**config.mk**
```make
export PLATFORM = sky130hd
export DESIGN_NAME = sram_1r1w_ctrl
export DESIGN_NICKNAME = d
export VERILOG_FILES = /design/src/rtl/sram_ctrl_pkg.sv /design/src/rtl/sram_init_sweeper.sv /design/src/rtl/sram_1r1w_ctrl.sv
export SDC_FILE = /design/constraint.sdc
export NUM_CORES = 1
export LEC_CHECK = 0
export BUFFER_PORTS_ARGS = -buffer_cell sky130_fd_sc_hd__buf_2
export CAP_MARGIN = 10
export CORE_UTILIZATION = 38
export DETAILED_ROUTE_END_ITERATION = 7
export PLACE_DENSITY_LB_ADDON = 0.12
export SETUP_SLACK_MARGIN = 0.05
export SLEW_MARGIN = 0
export SYNTH_ARGS = -nofsm -noshare
export SYNTH_HDL_FRONTEND = slang
export SYNTH_SLANG_ARGS = --single-unit
```
**constraint.sdc**
```tcl
create_clock -name clock -period 1.4 [get_ports clock]
set_input_delay 0.35 -clock clock [delete_from_list [all_inputs] [get_ports clock]]
set_output_delay 0.35 -clock clock [all_outputs]
set_load 0.03 [all_outputs]
```
**src/rtl/sram_ctrl_pkg.sv**
```systemverilog
// Shared defaults and FSM state type for the 1R1W SRAM requester-side controller.
package sram_ctrl_pkg;

  localparam int unsigned DEPTH_DEFAULT  = 1024;
  localparam int unsigned WIDTH_DEFAULT  = 12;
  localparam int unsigned ADDR_W_DEFAULT = 10;

  typedef enum logic [0:0] {
    ST_INIT,
    ST_IDLE
  } state_e;

endpackage

```
**src/rtl/sram_init_sweeper.sv**
```systemverilog
// Init sweep address counter: restarts on reset/flush, steps while active, flags the last entry.
module sram_init_sweeper
  import sram_ctrl_pkg::*;
#(
  parameter int unsigned DEPTH  = DEPTH_DEFAULT,
  parameter int unsigned ADDR_W = ADDR_W_DEFAULT
) (
  input  logic              clock,
  input  logic              reset,
  input  logic              flush,
  input  logic              active,
  output logic [ADDR_W-1:0] init_addr,
  output logic              done
);

  localparam int unsigned CNT_W = ADDR_W + 1;
  localparam logic [CNT_W-1:0] LAST = CNT_W'(DEPTH - 1);

  // One spare bit so the count can reach DEPTH without wrapping back to 0.
  logic [CNT_W-1:0] init_cnt_q, init_cnt_d;

  always_comb begin
    init_cnt_d = init_cnt_q;
    if (flush) begin
      init_cnt_d = '0;
    end else if (active) begin
      init_cnt_d = init_cnt_q + CNT_W'(1);
    end
  end

  always_ff @(posedge clock) begin
    if (reset) begin
      init_cnt_q <= '0;
    end else begin
      init_cnt_q <= init_cnt_d;
    end
  end

  assign init_addr = init_cnt_q[ADDR_W-1:0];
  assign done      = active && (init_cnt_q == LAST);

endmodule

```
**src/rtl/sram_1r1w_ctrl.sv**
```systemverilog
// Requester-side controller for a 1R1W SRAM macro: zero-fill sweep, posted writes, 1-cycle reads.
// Optional macro SRAM_HOLD_READ_EN keeps the last read value on r_resp_data between responses.
module sram_1r1w_ctrl
  import sram_ctrl_pkg::*;
#(
  parameter int unsigned      DEPTH      = DEPTH_DEFAULT,
  parameter int unsigned      WIDTH      = WIDTH_DEFAULT,
  parameter int unsigned      ADDR_W     = ADDR_W_DEFAULT,
  parameter logic [WIDTH-1:0] INIT_VALUE = '0
) (
  input  logic              clock,
  input  logic              reset,
  input  logic              flush,
  output logic              init_done,

  input  logic              r_req_valid,
  output logic              r_req_ready,
  input  logic [ADDR_W-1:0] r_req_addr,
  output logic              r_resp_valid,
  output logic [WIDTH-1:0]  r_resp_data,

  input  logic              w_req_valid,
  output logic              w_req_ready,
  input  logic [ADDR_W-1:0] w_req_addr,
  input  logic [WIDTH-1:0]  w_req_data,

  output logic              mem_r_en,
  output logic [ADDR_W-1:0] mem_r_addr,
  input  logic [WIDTH-1:0]  mem_r_data,

  output logic              mem_w_en,
  output logic [ADDR_W-1:0] mem_w_addr,
  output logic [WIDTH-1:0]  mem_w_data
);

  state_e            state_q, state_d;
  logic              in_init;
  logic              sweep_done;
  logic [ADDR_W-1:0] sweep_addr;
  logic              r_fire, w_fire;
  logic              resp_valid_q;
  logic              byp_q;
  logic [WIDTH-1:0]  byp_data_q;
  logic [WIDTH-1:0]  resp_data;

  assign in_init = (state_q == ST_INIT);

  sram_init_sweeper #(
    .DEPTH  (DEPTH),
    .ADDR_W (ADDR_W)
  ) u_sweeper (
    .clock     (clock),
    .reset     (reset),
    .flush     (flush),
    .active    (in_init),
    .init_addr (sweep_addr),
    .done      (sweep_done)
  );

  always_comb begin
    state_d = state_q;
    unique case (state_q)
      ST_INIT: if (sweep_done) state_d = ST_IDLE;
      ST_IDLE: state_d = ST_IDLE;
      default: state_d = ST_INIT;
    endcase
    // Flush wins in every state, including the last sweep cycle.
    if (flush) begin
      state_d = ST_INIT;
    end
  end

  always_ff @(posedge clock) begin
    if (reset) begin
      state_q <= ST_INIT;
    end else begin
      state_q <= state_d;
    end
  end

  assign init_done   = !in_init;
  assign r_req_ready = !in_init;
  assign w_req_ready = !in_init;

  assign r_fire = r_req_valid && r_req_ready;
  assign w_fire = w_req_valid && w_req_ready;

  assign mem_r_en   = r_fire;
  assign mem_r_addr = r_req_addr;

  always_comb begin
    mem_w_en   = w_fire;
    mem_w_addr = w_req_addr;
    mem_w_data = w_req_data;
    if (in_init) begin
      mem_w_en   = 1'b1;
      mem_w_addr = sweep_addr;
      mem_w_data = INIT_VALUE;
    end
  end

  // Write-first on a same-address collision: the macro may return stale data, so forward
  // the write data into the response instead.
  always_ff @(posedge clock) begin
    if (reset) begin
      resp_valid_q <= 1'b0;
      byp_q        <= 1'b0;
      byp_data_q   <= '0;
    end else begin
      resp_valid_q <= r_fire;
      byp_q        <= r_fire && w_fire && (r_req_addr == w_req_addr);
      byp_data_q   <= w_req_data;
    end
  end

  assign r_resp_valid = resp_valid_q;
  assign resp_data    = byp_q ? byp_data_q : mem_r_data;

`ifdef SRAM_HOLD_READ_EN
  logic [WIDTH-1:0] hold_q;

  // Not cleared by flush: the last returned value survives a re-init.
  always_ff @(posedge clock) begin
    if (reset) begin
      hold_q <= '0;
    end else if (resp_valid_q) begin
      hold_q <= resp_data;
    end
  end

  assign r_resp_data = resp_valid_q ? resp_data : hold_q;
`else
  assign r_resp_data = resp_data;
`endif

endmodule

```
Word level (Yosys, flattened, before mapping)
Cells that the tools add are included.
{"block": "word_totals", "mem_bits_rw": 0, "output_inout_bits": 50, "n_memories": 0, "latch_bits": 0, "ff_bits": 26, "input_bits": 49, "rom_bits": 0}
{"block": "op_classes", "div_mod_pow": 0, "eq_ne": 2, "bitwise_logic": 1, "add_sub_neg": 1, "shift": 0, "order_cmp": 0, "n_mux": 6, "reduce_logical": 6, "multipliers": 0}
{"op": "12-bit two-way mux", "count": 2}
{"op": "11-bit by 1-bit adder with 11-bit output (second input constant)", "count": 1}
{"op": "11-bit by 10-bit == test with 1-bit output (second input constant)", "count": 1}
{"op": "10-bit == test", "count": 1}
{"op": "10-bit two-way mux", "count": 1}
{"op": "1-bit logical AND", "count": 5}
{"op": "1-bit two-way mux", "count": 2}
{"op": "1-bit one-hot mux with 2 select lines", "count": 1}
{"op": "2-bit OR reduction", "count": 1}
{"op": "1-bit NOT", "count": 1}

Depth between registers and ports, before layout
Gate-level depths: netlist (run 1).
{"block": "depth", "ltp_word": 4, "ltp_mapped": 4}

Modules after synthesis
Synthesis (run 1) repeated with hierarchy kept, for this count alone.
{"block": "hier_totals", "hier_cells": 166, "hier_area_um2": 1619.1}
{"module": "sram_1r1w_ctrl", "instances": 1, "seq_area_each_um2": 300.3, "area_per_inst_um2": 1021.0, "cells_each": 98}
{"module": "sram_init_sweeper", "instances": 1, "seq_area_each_um2": 220.2, "area_per_inst_um2": 598.1, "cells_each": 68}

Worst setup path after synthesis (run 1)
No wires, ideal clock.
{"block": "synth_path", "path_type": "reg2out", "start": "reg state_q (netlist: init_done)", "end": "out mem_w_addr[6]", "path_buffers": 2, "arrival_time_ns": 1.569, "stages_incl_launch_ff": 5, "slack_ns": -0.519, "t_required_ns": 1.050, "path_cell_list": "dfxtp_1 -> clkbuf_1 -> clkbuf_1 -> nand2_1 -> o21ai_0"}
{"block": "synth_between", "elab_chain_len": 1}
{"element": "start: declaration", "line_no": "sram_1r1w_ctrl.sv:36", "rtl": "state_e state_q, state_d;"}
{"element": "start signal: assignment", "line_no": "sram_1r1w_ctrl.sv:77", "rtl": "state_q <= state_d;"}
{"element": "10-bit two-way mux", "line_no": "sram_1r1w_ctrl.sv:95", "rtl": "if (in_init) begin"}
{"element": "end: declaration", "line_no": "sram_1r1w_ctrl.sv:32", "rtl": "output logic [ADDR_W-1:0] mem_w_addr,"}
Every way passes these cells.

Final worst setup path (run 1)
{"block": "layout_path", "start": "reg byp_q", "end": "out r_resp_data[4]"}
{"block": "layout_between", "elab_chain_len": 1}
{"element": "start: declaration", "line_no": "sram_1r1w_ctrl.sv:42", "rtl": "logic byp_q;"}
{"element": "start signal: assignment", "line_no": "sram_1r1w_ctrl.sv:111", "rtl": "byp_q <= r_fire && w_fire && (r_req_addr == w_req_addr);"}
{"element": "12-bit two-way mux", "line_no": "sram_1r1w_ctrl.sv:117", "rtl": "assign resp_data = byp_q ? byp_data_q : mem_r_data;"}
{"element": "end: declaration", "line_no": "sram_1r1w_ctrl.sv:20", "rtl": "output logic [WIDTH-1:0] r_resp_data,"}
Every way passes these cells.

==> results of run 1 <==
==> area by class of cell <==
type	count	area share [%]
Sequential cell	26	19.6
Inverter	1	0.139
Tap cell	48	2.22
Clock buffer	4	2.45
Timing Repair Buffer	121	36.9
Multi-Input combinational cell	111	38.7
==> through the flow <==
stage / power (uW) / utilization (%) / worst slack (ns)
global placement: 1070 / 56.4 / -0.0309
floorplan: 955 / - / 0.0170
finish: 1670 / 72.8 / -0.212
detailed placement: 1070 / 56.4 / -0.0339
global route: 1730 / 72.8 / -0.243
CTS: 1660 / 69.1 / -0.203
==> per-layer routing <==
metal / share of wire, % / GRT usage [%] / vias to the layer above
met5: 0 / 0 / -
met4: 0.29 / 2.50 / 0
met3: 5.2 / 5.46 / 2
met2: 56 / 40.1 / 47
met1: 38 / 22.1 / 714
li1: - / - / 738
==> worst max path at each step <==
| stage | end | depth (start not counted) | startpoint | slack, ns |
|---|---|---|---|---|
| floorplan | mem_w_addr[6] | 4 | init_done$_SDFF_PP0_ | 0.02 |
| global placement | mem_w_data[10] | 3 | init_done$_SDFF_PP0_ | -0.03 |
| detailed placement | mem_w_data[10] | 3 | init_done$_SDFF_PP0_ | -0.03 |
| CTS | r_resp_data[8] | 3 | byp_q$_SDFF_PP0_ | -0.20 |
| global route | r_resp_data[6] | 3 | byp_q$_SDFF_PP0_ | -0.24 |
| finish | r_resp_data[4] | 3 | byp_q$_SDFF_PP0_ | -0.21 |
==> cells by family after synthesis <==
kind of cell | share of synthesized area, %
adders and majority gates | 0.842
and+or+nand+nor | 26.4
buffers and inverters | 7.83
xor gates and xnor gates | 7.67
DFF | 35.0
muxes | 17.3
AOI/OAI and AO/OA | 4.97
==> flip-flops by register name (all words and copies together), names as in the netlist <==
| name | flops |
|---|---|
| u_sweeper.init_cnt_q | 11 |
| byp_q | 1 |
| byp_data_q | 12 |
| r_resp_valid | 1 |
| init_done | 1 |
==> worst max-delay path, delay by kind of cell (launching register included) <==
family / cells / cell delay [ns]
flops: 1 / 0.39
mux: 1 / 0.31
buf+inv: 2 / 0.30
==> power breakdown <==
part,internal (uW),total (uW),switching (uW)
Clock,311,566,255
Sequential,757,766,9.42
Combinational,163,335,172
==> synthesized netlist by cell type (all sizes together) (2+ instances only) <==
master  instances  share of area (%)
mux2i           2                1.3
buf            13                6.3
or3             2               0.93
and2           13                5.5
xor2            3                1.8
clkbuf          5                1.3
mux2           21                 16
nand4           2               0.84
or4             3                1.5
a21oi           6                2.0
nand3           5                2.0
o21ai           3                1.0
nand2           5                1.3
and3b           3                1.9
o31ai           3                1.5
xnor2          10                5.9
nand4b          2                2.2
nor2            6                1.5
dfxtp          26                 35
nor2b          13                5.5
or2             2               0.84
==> placed cells by master (no fill, tap or decap), types with 2 or more instances in the layout <==
| cell | Yosys | routed |
|---|---|---|
| a21oi_2 | 0 | 5 |
| and2_4 | 0 | 13 |
| and3b_2 | 2 | 3 |
| buf_2 | 0 | 59 |
| buf_4 | 12 | 10 |
| buf_6 | 0 | 45 |
| buf_8 | 0 | 5 |
| clkbuf_16 | 0 | 2 |
| clkbuf_8 | 0 | 3 |
| dfxtp_1 | 26 | 22 |
| dfxtp_2 | 0 | 2 |
| dfxtp_4 | 0 | 2 |
| mux2_4 | 0 | 21 |
| mux2i_1 | 2 | 2 |
| nand2_1 | 5 | 4 |
| nand3_2 | 1 | 4 |
| nand4_1 | 2 | 2 |
| nor2_1 | 6 | 6 |
| nor2b_1 | 13 | 13 |
| or4_4 | 0 | 2 |
| xnor2_1 | 10 | 10 |
| xor2_1 | 3 | 3 |
==> what timing repair did <==
action                                  4_1_cts  5_1_grt
resized for setup                           103       33
setup buffers                                 7        2
gates cloned                                  1        1
pin swaps                                     8        4
endpoints found under the setup margin       43       48
==> reports/results.ini, run 1 <==
[cts]
cts_tree = yes
htree_levels = 1
clock_latency_ns = 0.27
cts.path.max_buffers = 2
cts_root_buf = clkbuf_8
holdBufCountCts = 0
cts_sinks = 26
clk_transition_reported_paths_ns = 0.10
numCtsBuffers = 3

[global_routing]
grt_max_degree = 16
grt_overflow = 0
grt_pass1_vias = 1409
grt_first_pass_wirelength_mm = 6.60
track_usage_pct = 20.5
antenna_found_initial = 0

[floorplanning]
design.portCount = 99
core.rowCount = 22
initial_core_util_pct = 40.0
chipHeight_um = 64.5
die_w_um = 64.5
die_area_sq_um = 4160
coreArea_sq_um = 3720

[routing]
routedWlPerCell_um = 14.6
drc = 0
drt-total-wl_mm = 4.54
viasPerCell = 4.83
vias = 1501
ant_nets = 0
drt-initial-drc-count = 35
drtPass1Iterations = 4

[worst_hold_path]
hp-class = input port to flip-flop
hold_end = byp_data_q[1]$_SDFF_PP0_
min_from = w_req_data[1]
min_delay_path_depth = 2

[critical_path]
cpMaxStageDelayCell = dfxtp_4
crit_chain = clkbuf_16 > mux2_4 > buf_6
worstPathRequired_ns = 1.05
r2r_slack_ns = -0.04
reg2reg_from = init_done$_SDFF_PP0_
critPathMaxStageDelay_ns = 0.39
critPathCaptureType = primary output
criticalPathCategory = flip-flop to primary output
crit_fanout = 6
rr_worst_depth = 5
r2r-end = u_sweeper.init_cnt_q[8]$_SDFFE_PP0N_
cp_data_arrival_time_ns = 1.26
startpoint_type = flip-flop

[power]
peakVddDrop_mv = 0.549
leakagePower_uw = 0.00126
power_density_nw_per_um2 = 616

[status]
outcome = finished, violations left
violations = setup timing

[place]
dp_hpwl_mm = 2.87
dp.cells = 297
placedInstanceArea_sq_um = 2100
io_buffers = 98
place.gp.congestion = 0.756

[timing]
tightest_slew_ns = 0.288
timing.setup.tns_ns = -5.98
worst_slack_ns = -0.212
rsz0062_at_grt = true
setup_viol = 42
fin_worst_skew_ns = 0.00133
hold_viol_final = 0
min_period_ns = 1.61
drv_slew = 0
timing.hold.ws_ns = 0.293
slew_headroom_pct = 80.8
fmax_mhz = 620
fin_crit_sh_pct = 115

[cells_and_area]
drive_gt1_share_pct = 71.1
register_area_sq_um = 531
multi_input_area_sq_um = 1050
layout.nets = 314
area_growth_pct = 82.1
final_cell_count_no_fill = 311
final_cell_area_sq_um = 2710
fillCellCount = 270
diodes = 0

[run]
drv_cap = 0

[yosys]
synthesis.instances = 156
ys_types = 34
synth_fp_nets = 206
ys_ff_latch = 26
avgSynthCellArea_sq_um = 9.52
synth_area_sq_um = 1490
synthArstFlopShare_pct = 0
ys_warn_count = 0
synth_flop_cell = dfxtp_1
synth-edff-count = 0
yosysSeqAreaShare_pct = 35.0

Note: power is estimated with default switching activity, not from simulation.
==> run 2: changes to the inputs <==
Settings changed: ABC_AREA from default to 1, CORE_UTILIZATION 38 to 39, SETUP_SLACK_MARGIN 0.05 to default.
==> run 2 against run 1 <==
The flow still finishes with violations (setup timing). Cell area up 5.6%. Worst setup slack worse by 0.0059 ns. Power up 0.15%. Synthesized area up 6.7%. Sequential share of layout area down 0.95 points. Synthesized cell count up 56%. Hold slack better by 0.0077 ns. Register-to-register slack better by 0.05 ns. Cell count up 27%. Critical endpoint is now r_resp_data[5]. Largest cell class is now buffers.
==> reports/results.ini, run 2 <==
[global_routing]
grt_overflow = 0
grt_max_degree = 16
grt_pass1_vias = 1683
use_met1_pct = 23.1
grt_first_pass_wirelength_mm = 6.98
antenna_found_initial = 0
use_met2_pct = 39.4
met3_usage_pct = 3.13
busiest_layer = met2
track_usage_pct = 20.7

[cells_and_area]
area_growth_pct = 80.2
final_common_cell = buf_2
regMostFlops = byp_data_q
largest_register_ffs = 12
final_cell_count_no_fill = 394
diodes = 0
largestRegisters = byp_data_q: 12 flops, u_sweeper.init_cnt_q: 11 flops
mostFrequentLayoutCells = buf_2 (59), nand2_1 (38), buf_6 (38)
drive_gt1_share_pct = 54.6
layout.nets = 397

[place]
dp_hpwl_mm = 3.02
io_buffers = 98
place.gp.congestion = 0.789
dp.cells = 375

[cts]
cts.path.max_buffers = 2
cts_root_buf = clkbuf_8
cts_tree = yes
clk_transition_reported_paths_ns = 0.09
cts_sinks = 26
htree_levels = 1
numCtsBuffers = 3
holdBufCountCts = 0
clock_latency_ns = 0.27

[timing]
drv_slew = 0
min_period_ns = 1.62
hold_viol_final = 0
fmax_mhz = 618
rsz0062_at_grt = true
worst_slack_ns = -0.218
slew_headroom_pct = 81.3
fin_worst_skew_ns = 0.00345
setup_viol = 37
fin_crit_sh_pct = 116
tightest_slew_ns = 0.281
timing.hold.ws_ns = 0.301

[floorplanning]
die_area_sq_um = 4320
die_w_um = 65.8
chipHeight_um = 65.8
coreArea_sq_um = 3770
core.rowCount = 22
design.portCount = 99
initial_core_util_pct = 42.0

[yosys]
yosysMostFrequentCell = nand2_1
ys_types = 22
avgSynthCellArea_sq_um = 6.50
synthTopCellsByArea = dfxtp_1 (33%), nand2_1 (15%), inv_1 (12%)
synth-edff-count = 0
ys_warn_count = 0
yosysTopAreaCell = dfxtp_1
synthDominantCellAreaShare_pct = 32.8
synth_fp_nets = 294
synth_flop_cell = dfxtp_1
synthesis.instances = 244
yosysSeqAreaShare_pct = 32.8
ys_ff_latch = 26
yosys-top-cells-count = nand2_1 (63), inv_1 (49), nor2_1 (32), dfxtp_1 (26)
synth_area_sq_um = 1590
synthArstFlopShare_pct = 0

[critical_path]
worstPathRequired_ns = 1.05
crit_fanout = 6
rr_worst_depth = 9
criticalPathCategory = flip-flop to primary output
cpMaxStageDelayCell = dfxtp_4
critPathMaxStageDelay_ns = 0.39
crit_chain = clkbuf_16 > mux2_4 > buf_6
startpoint_type = flip-flop
critPathCaptureType = primary output
cp_data_arrival_time_ns = 1.27

[routing]
ant_nets = 0
drtPass1Iterations = 4
routedWlPerCell_um = 12.9
drc = 0
drt-total-wl_mm = 5.08
vias = 1856
drt-initial-drc-count = 45
viasPerCell = 4.71

[power]
power_density_nw_per_um2 = 585
leakagePower_uw = 0.00158
peakVddDrop_mv = 0.324

[status]
violations = setup timing
outcome = finished, violations left

[run]
drv_cap = 0

[worst_hold_path]
min_delay_path_depth = 3
hp-class = input port to flip-flop

-- run 2: changes by cell type in the layout (fill, tap and decap cells not counted), moves of 8 or more --
cell	change
nand2_4	+17
nand2_2	+8
inv_2	+13
nand2_1	+34
mux2_4	-9
nor2_1	+25
a21oi_1	+8
inv_1	+35
nor2b_1	-13
and2_4	-13
-- run 2: power by group --
group          switching [uW]  internal, uW  total, uW  leakage, uW
sequential               10.3           757        767     0.000217
combinational             198           154        352      0.00133
clock                     240           311        551    0.0000339
total                     448          1220       1670      0.00158
-- run 2: cell families after synthesis --
logic type / share of synthesized area [%]
compound gates: 6.31
fa+ha+maj: 0.789
xor+xnor: 1.66
buf+inv: 20.2
simple gates: 29.7
mux: 8.52
flops: 32.8
-- run 2: stage by stage --
| stage | util (%) | total power, uW | setup WS [ns] | instance area, sq um | setup TNS, ns |
|---|---|---|---|---|---|
| 3_3_place_gp | 55.1 | 1070 | 0.0766 | 2080 | 0 |
| 4_1_cts | 69.2 | 1650 | -0.188 | 2610 | -3.93 |
| 5_1_grt | 75.7 | 1750 | -0.269 | 2860 | -6.80 |
| 6_report | 75.7 | 1670 | -0.218 | 2860 | -5.19 |
| 3_5_place_dp | 55.1 | 1070 | 0.0714 | 2080 | 0 |
| 2_1_floorplan | - | 962 | -0.0895 | 1600 | -0.450 |
-- run 2: what timing repair did --
action                     CTS  global route
gates resized for setup    124            53
setup endpoints to repair   39            41
gates cloned                 1             2
pin swaps                    5             5
setup buffers                9             3
-- run 2: critical path: cells and delay by family (launching register included) --
| family | cells | cell delay (ns) |
|---|---|---|
| buf+inv | 2 | 0.30 |
| flops | 1 | 0.39 |
| mux | 1 | 0.31 |
-- run 2: routing by layer --
layer | part of all wire (%) | up-vias
met1 | 41 | 861
met4 | 0.51 | 0
met5 | 0 | -
met3 | 4.3 | 2
met2 | 55 | 62
li1 | - | 931
-- run 2: final timing paths --
| check | start | endpoint | slack, ns |
|---|---|---|---|
| worst max-delay path | byp_q$_SDFF_PP0_ | r_resp_data[5] | -0.22 |
| worst min-delay path | w_req_data[0] | byp_data_q[0]$_SDFF_PP0_ | 0.30 |
| worst max register to register | init_done$_SDFF_PP0_ | u_sweeper.init_cnt_q[4]$_SDFFE_PP0N_ | 0.01 |
| worst min register to register | u_sweeper.init_cnt_q[10]$_SDFFE_PP0N_ | u_sweeper.init_cnt_q[10]$_SDFFE_PP0N_ | 0.48 |
-- run 2: layout make-up --
class                           count  area [sq um]
Clock buffer                        4          66.3
Fill cell                         265           915
Inverter                           50           195
Multi-Input combinational cell    149           993
Sequential cell                    26           533
Tap cell                           48          60.1
Timing Repair Buffer              117          1010
